### config.mk
export PLATFORM = sky130hd
export DESIGN_NAME = lfsr_prng
export DESIGN_NICKNAME = d
export VERILOG_FILES = /design/src/rtl/lfsr_prng.sv
export SDC_FILE = /design/constraint.sdc
export NUM_CORES = 1
export LEC_CHECK = 0
export BUFFER_PORTS_ARGS = -buffer_cell sky130_fd_sc_hd__buf_2
export CAP_MARGIN = 0
export CORE_UTILIZATION = 35
export DETAILED_ROUTE_END_ITERATION = 12
export PLACE_DENSITY = 0.64
export SYNTH_ARGS = -nofsm -noshare
export SYNTH_HDL_FRONTEND = slang
export SYNTH_SLANG_ARGS = --single-unit
export TNS_END_PERCENT = 50
### constraint.sdc
create_clock -name clk_i -period 5.35 [get_ports clk_i]
set_clock_uncertainty 0.1 [all_clocks]
set_input_delay 1.3375 -clock clk_i [delete_from_list [all_inputs] [get_ports clk_i]]
set_output_delay 1.3375 -clock clk_i [all_outputs]
set_load 0.02 [all_outputs]
### src/rtl/lfsr_prng.sv
// Fibonacci LFSR pseudo-random source with ready/valid output, runtime seed load,
// zero-seed substitution and automatic cycle-length (period) detection.
module lfsr_prng #(
  parameter int unsigned           WIDTH = 8,
  parameter logic [WIDTH-1:0]      TAPS  = 8'hB8,
  parameter logic [WIDTH-1:0]      SEED  = {{(WIDTH-1){1'b0}}, 1'b1}
) (
  input  logic             clk_i,
  input  logic             rst_ni,
  input  logic             en_i,
  input  logic             seed_load_i,
  input  logic [WIDTH-1:0] seed_i,
  input  logic             out_ready_i,
  output logic             out_valid_o,
  output logic [WIDTH-1:0] out_data_o,
  output logic             wrap_o,
  output logic [WIDTH-1:0] period_o,
  output logic             seed_err_o
);

  typedef enum logic {IDLE, RUN} state_e;

  state_e           fsm_q, fsm_d;
  logic [WIDTH-1:0] lfsr_q, lfsr_d;
  logic [WIDTH-1:0] start_q, start_d;
  logic [WIDTH-1:0] period_q, period_d;
  logic [WIDTH:0]   cnt_q, cnt_d;
  logic [WIDTH:0]   cnt_inc;
  logic             wrap_q, wrap_d;
  logic             seed_err_q, seed_err_d;
  logic             fb;
  logic [WIDTH-1:0] step_next;
  logic [WIDTH-1:0] load_val;
  logic             xfer;

  always_ff @(posedge clk_i or negedge rst_ni) begin
    if (!rst_ni) begin
      fsm_q      <= IDLE;
      lfsr_q     <= SEED;
      start_q    <= SEED;
      period_q   <= '0;
      cnt_q      <= '0;
      wrap_q     <= 1'b0;
      seed_err_q <= 1'b0;
    end else begin
      fsm_q      <= fsm_d;
      lfsr_q     <= lfsr_d;
      start_q    <= start_d;
      period_q   <= period_d;
      cnt_q      <= cnt_d;
      wrap_q     <= wrap_d;
      seed_err_q <= seed_err_d;
    end
  end

  always_comb begin
    fb         = ^(lfsr_q & TAPS);
    step_next  = {lfsr_q[WIDTH-2:0], fb};
    load_val   = (seed_i == '0) ? SEED : seed_i;
    xfer       = (fsm_q == RUN) && out_ready_i;
    cnt_inc    = cnt_q + 1'b1;

    fsm_d      = fsm_q;
    lfsr_d     = lfsr_q;
    start_d    = start_q;
    period_d   = period_q;
    cnt_d      = cnt_q;
    wrap_d     = 1'b0;
    seed_err_d = 1'b0;

    case (fsm_q)
      IDLE: if (en_i)  fsm_d = RUN;
      RUN:  if (!en_i) fsm_d = IDLE;
      default:         fsm_d = IDLE;
    endcase

    // Seed load wins over everything, including a transfer on the same edge.
    if (seed_load_i) begin
      lfsr_d     = load_val;
      start_d    = load_val;
      cnt_d      = '0;
      fsm_d      = IDLE;
      seed_err_d = (seed_i == '0);
    end else if (xfer) begin
      lfsr_d = step_next;
      if (step_next == start_q) begin
        wrap_d   = 1'b1;
        period_d = cnt_inc[WIDTH-1:0];
        cnt_d    = '0;
      end else begin
        cnt_d = cnt_inc;
      end
    end
  end

  assign out_valid_o = (fsm_q == RUN);
  assign out_data_o  = lfsr_q;
  assign wrap_o      = wrap_q;
  assign period_o    = period_q;
  assign seed_err_o  = seed_err_q;

endmodule

Word level (Yosys, flattened, before mapping):

Index checks and enable logic that the tools add are counted.

* output and inout bits: 19
* flip-flop bits (word level): 36

* reductions and logical operators: 5
* eq/ne operators: 1
* multiplexer cells: 12
* $add $sub $neg: 1
* bitwise operators: 1

Operator list (count)
* $mux 9: 3
* $mux 8: 3
* $add 9x1->9 const B: 1
* $eq 8x8->1: 1
* $logic_not 8->1: 1
* $reduce_xor 8->1: 1
* $mux 1: 6
* $reduce_and 3->1: 1
* $reduce_bool 2->1: 1
* $logic_and 1x1->1: 1
* $not 1->1: 1

Longest topological paths before layout:

Gate-level depths: netlist (run 1).

* depth after elaboration: 5
* depth in mapped cells: 5
* depth with buffers taken out: 5

Least setup slack after synthesis (run 1):

OpenSTA, ideal clock, no wires.

* path kind: input to register
* from: input port seed_load_i
* to: register period_q[1] (netlist: period_o[1])
* path slack: 2.684 ns
* path buffers: 1
* arrival: 2.442 ns
* library setup time: 0.125 ns
* stages on the path: 5
* required time: 5.125 ns
* cells stage by stage: clkbuf_1 > inv_1 > nand2_1 > nor4_4 > mux2_2

* longest elaborated chain between the ends: 2

RTL lines
* start, declared: line 11 `input logic seed_load_i,`
* $not 1->1 (no line)
* $reduce_and 3->1 (no line)
* end signal, assigned: line 49 `period_q <= period_d;`
* end, declared: line 26 `logic [WIDTH-1:0] period_q, period_d;`

No other way between the ends.
A chain may end at the register's enable or synchronous reset.

Worst setup path after layout (run 1):

* from: input port out_ready_i
* to: register period_q[3] (netlist: period_o[3])

* longest elaborated chain between the ends: 2

RTL lines
* start, declared: line 13 `input logic out_ready_i,`
* $logic_and 1x1->1: line 60 `xfer = (fsm_q == RUN) && out_ready_i;`
* $reduce_and 3->1 (no line)

No other way between the ends.

==> results_dict.tcl, run 1 <==
set metrics [dict create \
    finalCriticalPeriod_ns 2.884 \
    root_buffer "clkbuf_8" \
    clk_latency_ns 0.28 \
    rr_worst_depth 4 \
    grt_max_degree 36 \
    peakVddDrop_v 0.0001379 \
    avgSynthCellArea_um2 10.85 \
    asyncSetResetFlopFracSynth_pct 100.0 \
    cts_tree "done" \
    ctsHtreeMaxLevel 2 \
    rsz0062_at_grt "no" \
    dp.cells 233 \
    grt_util_all_layers_pct 14.81 \
    nFillCells 439 \
    worst_slew_pin_slew_ns 0.7653 \
    layout-drive-gt1-share_pct 25.40 \
    ios 32 \
    route.detailed.drc 1 \
    maxSlewHeadroom_pct 48.98 \
    fin_cells 241 \
    endpoint_kind "register" \
    syn_inst 155 \
    r2r_end "period_o[3]" \
    critPathLaunchType "input port" \
    grt_overflow 0 \
    rows 24 \
    cts.repair.resized 0 \
    wl_per_cell_um 13.59 \
    cts.path.max_buffers 2 \
    violations "DRC" \
    clock-sinks 35 \
    cts.clk_slew.worst_paths_ns 0.07 \
    place_congestion 0.7495 \
    netlist_area_mm2 0.001682 \
    holdPathEnd "period_o[6]" \
    required_ns 5.42 \
    core_area_mm2 0.004474 \
    timing.rr.start "out_data_o[3]" \
    grt_pass1_wl_mm 5.775 \
    hold_buffers 0 \
    diodes 0 \
    dr.pass1.iters 8 \
    power_density_mw_per_mm2 283.8 \
    max_cap_violations 0 \
    whs_ns 0.4012 \
    synthDistinctLibCells 26 \
    drv_slew 0 \
    outcome "finished with violations" \
    die_h_um 71.32 \
    syn-num-nets 169 \
    cts_made_buffers 5 \
    utilization_pct 43.82 \
    post-dp-hpwl_mm 2.285 \
    worstPathArrival_ns 2.96 \
    max_freq_mhz 346.7 \
    synth_seq_cells 35 \
    die_area_mm2 0.005086 \
    min_path_type "reg -> reg" \
    die_w_um 71.32 \
    critical_path_class "in -> reg" \
    synth-main-ff-cell "dfrtp_1" \
    wl_mm 3.274 \
    whs_path_depth 1 \
    crit_path_max_fanout 10 \
    layout.nets 202 \
    grt_pass1_vias 1159 \
    num_vias 1167 \
    setup_tns_ns 0 \
    synth_enable_flop_cells 0 \
    min_from "period_o[6]" \
    drtIter0Drc 61 \
    antenna_found_initial 0 \
    place.port_buffers 31 \
    finalHoldViolCount 0 \
    final-setup-viol-count 0 \
    reg2reg_slack_ns 2.98 \
    post_cts_buffers 0 \
    initial_core_util_pct 37.58 \
    vias_per_cell 4.842 \
    synthToLayoutAreaGrowth_pct 16.59 \
    yosys_warnings 0 \
    cellLeakagePower_uw 0.0009806 \
    finalCritPeriodShare_pct 53.91 \
    ant_nets 0 \
    synth_seq_area_share_pct 52.23 \
]
==> state kept, by name, summed over array words and instances (netlist names) <==
signal / count
cnt_q: 8
out_data_o: 8
out_valid_o: 1
period_o: 8
seed_err_o: 1
start_q: 8
wrap_o: 1
==> cell type report <==
cell class / count / area (µm²) / area share [%]
flip-flops and latches: 35 / 878.3 / 44.80
clock inverters: 1 / 5.005 / 0.2553
multi-input cells: 104 / 739.5 / 37.72
repair buffers: 31 / 155.1 / 7.913
inverters: 11 / 41.29 / 2.106
clock buffers: 7 / 76.32 / 3.893
well taps: 52 / 65.06 / 3.318
==> metal layers <==
metal / share of wire, % / vias up / global-route usage (%)
met1: 51 / 551 / 20.94
met5: 0 / - / 0
li1: - / 583 / -
met3: 4.8 / 3 / 5.485
met4: 0.64 / 0 / 3.333
met2: 44 / 30 / 21.69
==> layout by cell type (no fill, tap or decap) <==
cell       instances
xnor2_1           13
xor3_2             1
a2bb2oi_1          1
mux2_2             7
nor4_1             3
ha_1               1
buf_2             31
o21ai_0           16
nor2b_1            2
dfstp_2            2
nor2_1             6
clkbuf_1           2
nand3_1            6
nor3_1             5
or3_1              1
nor4_4             1
a31oi_1            1
mux2i_1            8
o41ai_1            1
clkinv_2           1
and2_1             7
dfrtp_1           33
o41a_1             1
nand4_1            1
clkbuf_8           5
inv_1             11
xor2_1             9
nand2_1           13
==> worst max-delay path, stage by stage <==
cell	delay (ns)
buf_2	0.08
and2_1	0.47
nand2_1	0.21
nor4_4	0.46
mux2_2	0.40
==> report_power, final <==
group	internal, µW	switching, µW	leakage, µW	total [µW]
Clock	91.2	90.3	0.0000422	182
Combinational	34.5	48.1	0.000488	82.6
Sequential	278	13.8	0.000450	292
Total	404	152	0.000981	556
==> cell families after synthesis <==
kind of cell | after synthesis | share of synthesized area [%]
buf+inv | 16 | 3.795
simple gates | 45 | 13.99
mux | 15 | 9.450
flops | 35 | 52.23
xor+xnor | 23 | 12.95
fa+ha+maj | 1 | 0.7439
compound gates | 20 | 6.846
==> cells in the mapped netlist (3+ instances only) <==
cell	n	area [µm²]
xor2_1	9	78.83
and2_1	7	43.79
nor4_1	3	18.77
nand3_1	6	30.03
inv_1	11	41.29
dfrtp_1	33	825.8
xnor2_1	13	113.9
nand2_1	13	48.80
nor3_1	5	25.02
mux2i_1	8	80.08
nor2_1	6	22.52
clkbuf_1	4	15.01
o21ai_0	16	80.08
mux2_2	7	78.83
==> worst max path at each step <==
stage	from	to	slack (ns)	depth (start not counted)
after CTS	out_ready_i	period_o[3]	2.42	5
after detailed placement	out_ready_i	period_o[3]	2.11	5
after global placement	out_ready_i	period_o[2]	2.21	5
final	out_ready_i	period_o[3]	2.47	5
after global routing	out_ready_i	period_o[6]	2.33	5
after floorplan	seed_load_i	period_o[1]	2.68	5
==> per-stage QoR <==
| stage | power [µW] | area (µm²) | worst slack (ns) |
|---|---|---|---|
| after floorplan | 352.1 | 1682 | 2.684 |
| after global placement | 379.5 | 1879 | 2.207 |
| after detailed placement | 380.2 | 1879 | 2.108 |
| after CTS | 563.5 | 1961 | 2.415 |
| after global routing | 589.6 | 1961 | 2.326 |
| final | 556.4 | 1961 | 2.466 |
Power figures use the tool's default switching activity.
==> run 2, diff against run 1 <==
==> constraint.sdc (replaced) <==
create_clock -name clk_i -period 3 [get_ports clk_i]
set_clock_uncertainty 0.1 [all_clocks]
set_input_delay 0.75 -clock clk_i [delete_from_list [all_inputs] [get_ports clk_i]]
set_output_delay 0.75 -clock clk_i [all_outputs]
set_load 0.02 [all_outputs]
==> run 2 against run 1 <==
Net effect: the flow still finishes with violations (DRC); core utilization grew 0.89 points; cell count increased by 0.83%; register-to-register slack got worse by 2.4 ns; largest power group unchanged; sequential power increased by 78%.
==> results_dict.tcl, run 2 (synthesis gave the netlist of run 1 again) <==
set metrics [dict create \
    outcome "finished with violations" \
    violations "DRC" \
    rows 24 \
    route.detailed.drc 1 \
    finalCritPeriodShare_pct 79.07 \
    finalCriticalPeriod_ns 2.372 \
    cts.path.max_buffers 2 \
    die_w_um 71.32 \
    layout-drive-gt1-share_pct 26.18 \
    cts_tree "done" \
    num_vias 1210 \
    ctsHtreeMaxLevel 2 \
    grt_overflow 0 \
    setup_tns_ns 0 \
    post_cts_buffers 0 \
    pwr-share-clk_pct 38.1 \
    peakVddDrop_v 0.0002983 \
    maxSlewHeadroom_pct 48.02 \
    cts.clk_slew.worst_paths_ns 0.07 \
    grt_util_all_layers_pct 14.45 \
    ant_nets 0 \
    grt_pass1_wl_mm 5.637 \
    grt_util_met1_pct 17.93 \
    diodes 0 \
    crit_path_max_fanout 8 \
    endpoint_kind "register" \
    worstPathArrival_ns 2.44 \
    multi_input_area_um2 739.5 \
    initial_core_util_pct 37.58 \
    min_path_type "reg -> reg" \
    cts.repair.resized 0 \
    finalHoldViolCount 0 \
    clock-sinks 35 \
    wl_per_cell_um 13.65 \
    drtIter0Drc 97 \
    whs_ns 0.4013 \
    rr_worst_depth 4 \
    drv_slew 0 \
    grt_util_met3_pct 5.485 \
    clk_latency_ns 0.29 \
    utilization_pct 44.71 \
    max_cap_violations 0 \
    place.port_buffers 31 \
    synthToLayoutAreaGrowth_pct 18.97 \
    max_freq_mhz 421.6 \
    post-dp-hpwl_mm 2.369 \
    cellLeakagePower_uw 0.001001 \
    critPathLaunchType "register" \
    busiest_layer "met2" \
    timing.rr.start "out_data_o[3]" \
    p_seq_share_pct 48.0 \
    power_frac_comb_pct 13.9 \
    hold_buffers 0 \
    required_ns 3.07 \
    final_cell_mix "dfrtp_1, buf_2, o21ai_0" \
    layout.nets 204 \
    die_area_mm2 0.005086 \
    grt_pass1_vias 1212 \
    reg2reg_slack_ns 0.63 \
    worst_slew_pin_slew_ns 0.7798 \
    r2r_end "period_o[4]" \
    dr.pass1.iters 8 \
    root_buffer "clkbuf_8" \
    startpoint "out_data_o[3]" \
    p_int_uw 808.3 \
    place_congestion 0.7046 \
    crit_end "period_o[4]" \
    nFillCells 463 \
    core_area_mm2 0.004474 \
    power_density_mw_per_mm2 540.8 \
    final-setup-viol-count 0 \
    layout.area.seq_um2 878.3 \
    grtUsageMet2_pct 23.92 \
    rsz0062_at_grt "no" \
    critical_path_class "reg -> reg" \
    p_switching_uw 273.7 \
    final_common_cell "dfrtp_1" \
    wl_mm 3.316 \
    vias_per_cell 4.979 \
    die_h_um 71.32 \
    swShare_pct 25.30 \
    antenna_found_initial 0 \
    grt_max_degree 36 \
    ios 32 \
    cts_made_buffers 5 \
]
==> run 2: cell types whose count changed in the layout (fill, tap and decap cells not counted), sizes merged <==
cell / change
bufinv: +1
buf: +2
clkinv: -1
==> run 2: worst min-delay path by stage <==
stage,from,to,slack [ns],cells after the start
2_1_floorplan,rst_ni,cnt_q[0],0.35,0
3_3_place_gp,period_o[3],period_o[3],0.39,1
3_5_place_dp,period_o[4],period_o[4],0.39,1
4_1_cts,period_o[4],period_o[4],0.41,1
5_1_grt,period_o[3],period_o[3],0.42,1
6_report,period_o[3],period_o[3],0.40,1
==> run 2: routing by layer <==
metal / share of wire (%) / vias up
met5: 0 / -
met4: 0.24 / 0
met3: 4.4 / 2
met2: 48 / 36
met1: 47 / 580
li1: - / 592
==> run 2: cell type report <==
cell class              count  share of cell area, %
flip-flops and latches     35                  43.90
multi-input cells         104                  36.96
repair buffers             33                  8.505
clock buffers               7                  3.815
well taps                  52                  3.252
inverters                  11                  2.064
clock inverters             1                  1.501
==> run 2: stage by stage <==
stage / cells / cell area (µm²) / worst slack [ns] / total power (µW)
2_1_floorplan: 155 / 1682 / 0.7518 / 627.9
3_3_place_gp: 235 / 1894 / 0.6637 / 678.2
3_5_place_dp: 235 / 1894 / 0.6313 / 679.8
4_1_cts: 243 / 2001 / 0.6124 / 1096
5_1_grt: 243 / 2001 / 0.4888 / 1133
6_report: 243 / 2001 / 0.6280 / 1082
==> run 2: power groups by stage <==
stage                     clock network (µW)  logic [µW]  registers, µW
after floorplan                            0        88.5            539
after global placement                     0         151            527
after detailed placement                   0         151            528
after CTS                                423         153            520
after global routing                     443         167            523
final                                    412         150            519
==> run 2: critical path, cell delays in order, from the launching register on <==
cell and delay (ns):
dfrtp_1 0.44, xnor2_1 0.30, xor3_2 0.45, nor4_4 0.57, mux2_2 0.40
==> run 3, diff against run 2 <==
==> constraint.sdc (replaced) <==
create_clock -name clk_i -period 2.4 [get_ports clk_i]
set_clock_uncertainty 0.1 [all_clocks]
set_input_delay 0.6 -clock clk_i [delete_from_list [all_inputs] [get_ports clk_i]]
set_output_delay 0.6 -clock clk_i [all_outputs]
set_load 0.02 [all_outputs]
==> run 3 against run 2 <==
Net effect: the run still ends with DRC left; non-clock buffer count increased by 1; sequential power up 25%; register-to-register slack got worse by 0.44 ns; cell count grew 0.41%; largest power group unchanged; sequential cell count did not move.
==> results_dict.tcl, run 3 (synthesis gave the netlist of run 1 again) <==
set metrics [dict create \
    outcome "finished with violations" \
    violations "DRC" \
    die_area_mm2 0.005086 \
    nFillCells 447 \
    maxSlewHeadroom_pct 46.98 \
    grt_pass1_vias 1175 \
    core_area_mm2 0.004474 \
    route.detailed.drc 1 \
    ant_nets 0 \
    grt_max_degree 36 \
    worstPathArrival_ns 2.29 \
    power_density_mw_per_mm2 628.5 \
    initial_core_util_pct 37.58 \
    dp.cells 236 \
    crit_path_max_fanout 8 \
    finalCriticalPeriod_ns 2.210 \
    min_path_type "in -> async" \
    layout-drive-gt1-share_pct 26.04 \
    dr.pass1.iters 9 \
    place_congestion 0.7380 \
    max_cap_violations 0 \
    diodes 0 \
    vias_per_cell 4.980 \
    wl_per_cell_um 13.99 \
    peakVddDrop_v 0.0004199 \
    layout.nets 205 \
    final-setup-viol-count 0 \
    root_buffer "clkbuf_8" \
    antenna_found_initial 0 \
    clk_latency_ns 0.29 \
    endpoint_kind "register" \
    finalHoldViolCount 0 \
    finalCritPeriodShare_pct 92.09 \
    hold_buffers 0 \
    cts_made_buffers 5 \
    place.port_buffers 31 \
    final_cell_mix "dfrtp_1, buf_2, o21ai_0" \
    drv_slew 0 \
    cts.repair.resized 0 \
    cp_slowest_cell "xor3_2" \
    grt_pass1_wl_mm 5.713 \
    cts.path.max_buffers 2 \
    max_freq_mhz 452.4 \
    grt_util_all_layers_pct 14.92 \
    grt_overflow 0 \
    fin_cells 244 \
    ios 32 \
    worst_slew_pin_slew_ns 0.7953 \
    ctsHtreeMaxLevel 2 \
    critical_path_class "reg -> reg" \
    finalPower_uw 1246 \
    cts_tree "done" \
    post_cts_buffers 0 \
    wl_mm 3.414 \
    clock-sinks 35 \
    crit_family "XOR/XNOR gates" \
    rsz0062_at_grt "no" \
    path_cells "xnor2_1 -> xor3_2 -> nor4_4 -> buf_4 -> mux2_2" \
    final_common_cell "dfrtp_1" \
    path_buf_inv 1 \
    cellLeakagePower_uw 0.0009934 \
    drtIter0Drc 72 \
    setup_tns_ns 0 \
    die_h_um 71.32 \
    required_ns 2.48 \
    cts.clk_slew.worst_paths_ns 0.07 \
    critPathLaunchType "register" \
    die_w_um 71.32 \
    post-dp-hpwl_mm 2.351 \
    rows 24 \
    num_vias 1215 \
    synthToLayoutAreaGrowth_pct 17.86 \
    slowest_delay_ns 0.46 \
]
## run 3: path summary, 6_finish.rpt
| check | to | startpoint | cells after the start | slack, ns |
|---|---|---|---|---|
| worst max-delay path | period_o[1] | out_data_o[3] | 5 | 0.19 |
| worst min-delay path | cnt_q[6] | rst_ni | 1 | 0.29 |
| worst max register to register | period_o[1] | out_data_o[3] | 5 | 0.19 |
| worst min register to register | period_o[3] | period_o[3] | 1 | 0.40 |
| max in group asynchronous | start_q[4] | rst_ni | 1 | 1.40 |
| min in group clk_i | period_o[3] | period_o[3] | 1 | 0.40 |
## run 3: through the flow
stage | util (%) | worst slack [ns] | hold slack, ns | area (µm²)
floorplan | - | 0.1518 | 0.2044 | 1682
global placement | 42.51 | 0.2716 | 0.3875 | 1902
detailed placement | 42.51 | 0.2114 | 0.3912 | 1902
CTS | 44.30 | 0.1870 | 0.3185 | 1982
global route | 44.30 | 0.09791 | 0.3410 | 1982
finish | 44.30 | 0.1898 | 0.2882 | 1982
## run 3: metal layers
layer	track usage (%)	vias to the layer above	part of all wire, %
met1	19.44	588	48
li1	-	593	-
met4	4.667	0	1.3
met2	23.07	31	46
met3	5.626	3	4.7
met5	0	-	0
## run 3: where the power goes
part / total, µW / internal, µW / switching [µW]
clock: 407 / 206 / 201
combinational: 189 / 79.0 / 110
sequential: 650 / 621 / 29.1
total: 1250 / 906 / 340
## run 3: final cells by class
cell class	count	area [µm²]	area share, %
sequential	35	878.3	44.32
multi-input combinational	104	739.5	37.31
timing repair buffer	34	177.7	8.965
clock buffer	8	80.08	4.040
tap	52	65.06	3.283
inverter	11	41.29	2.083
## run 3: worst register-to-register path, cell delays in order (launching register included)
cell and delay (ns):
dfrtp_1 0.45, xnor2_1 0.33, xor3_2 0.46, nor4_4 0.21, buf_4 0.21, mux2_2 0.35
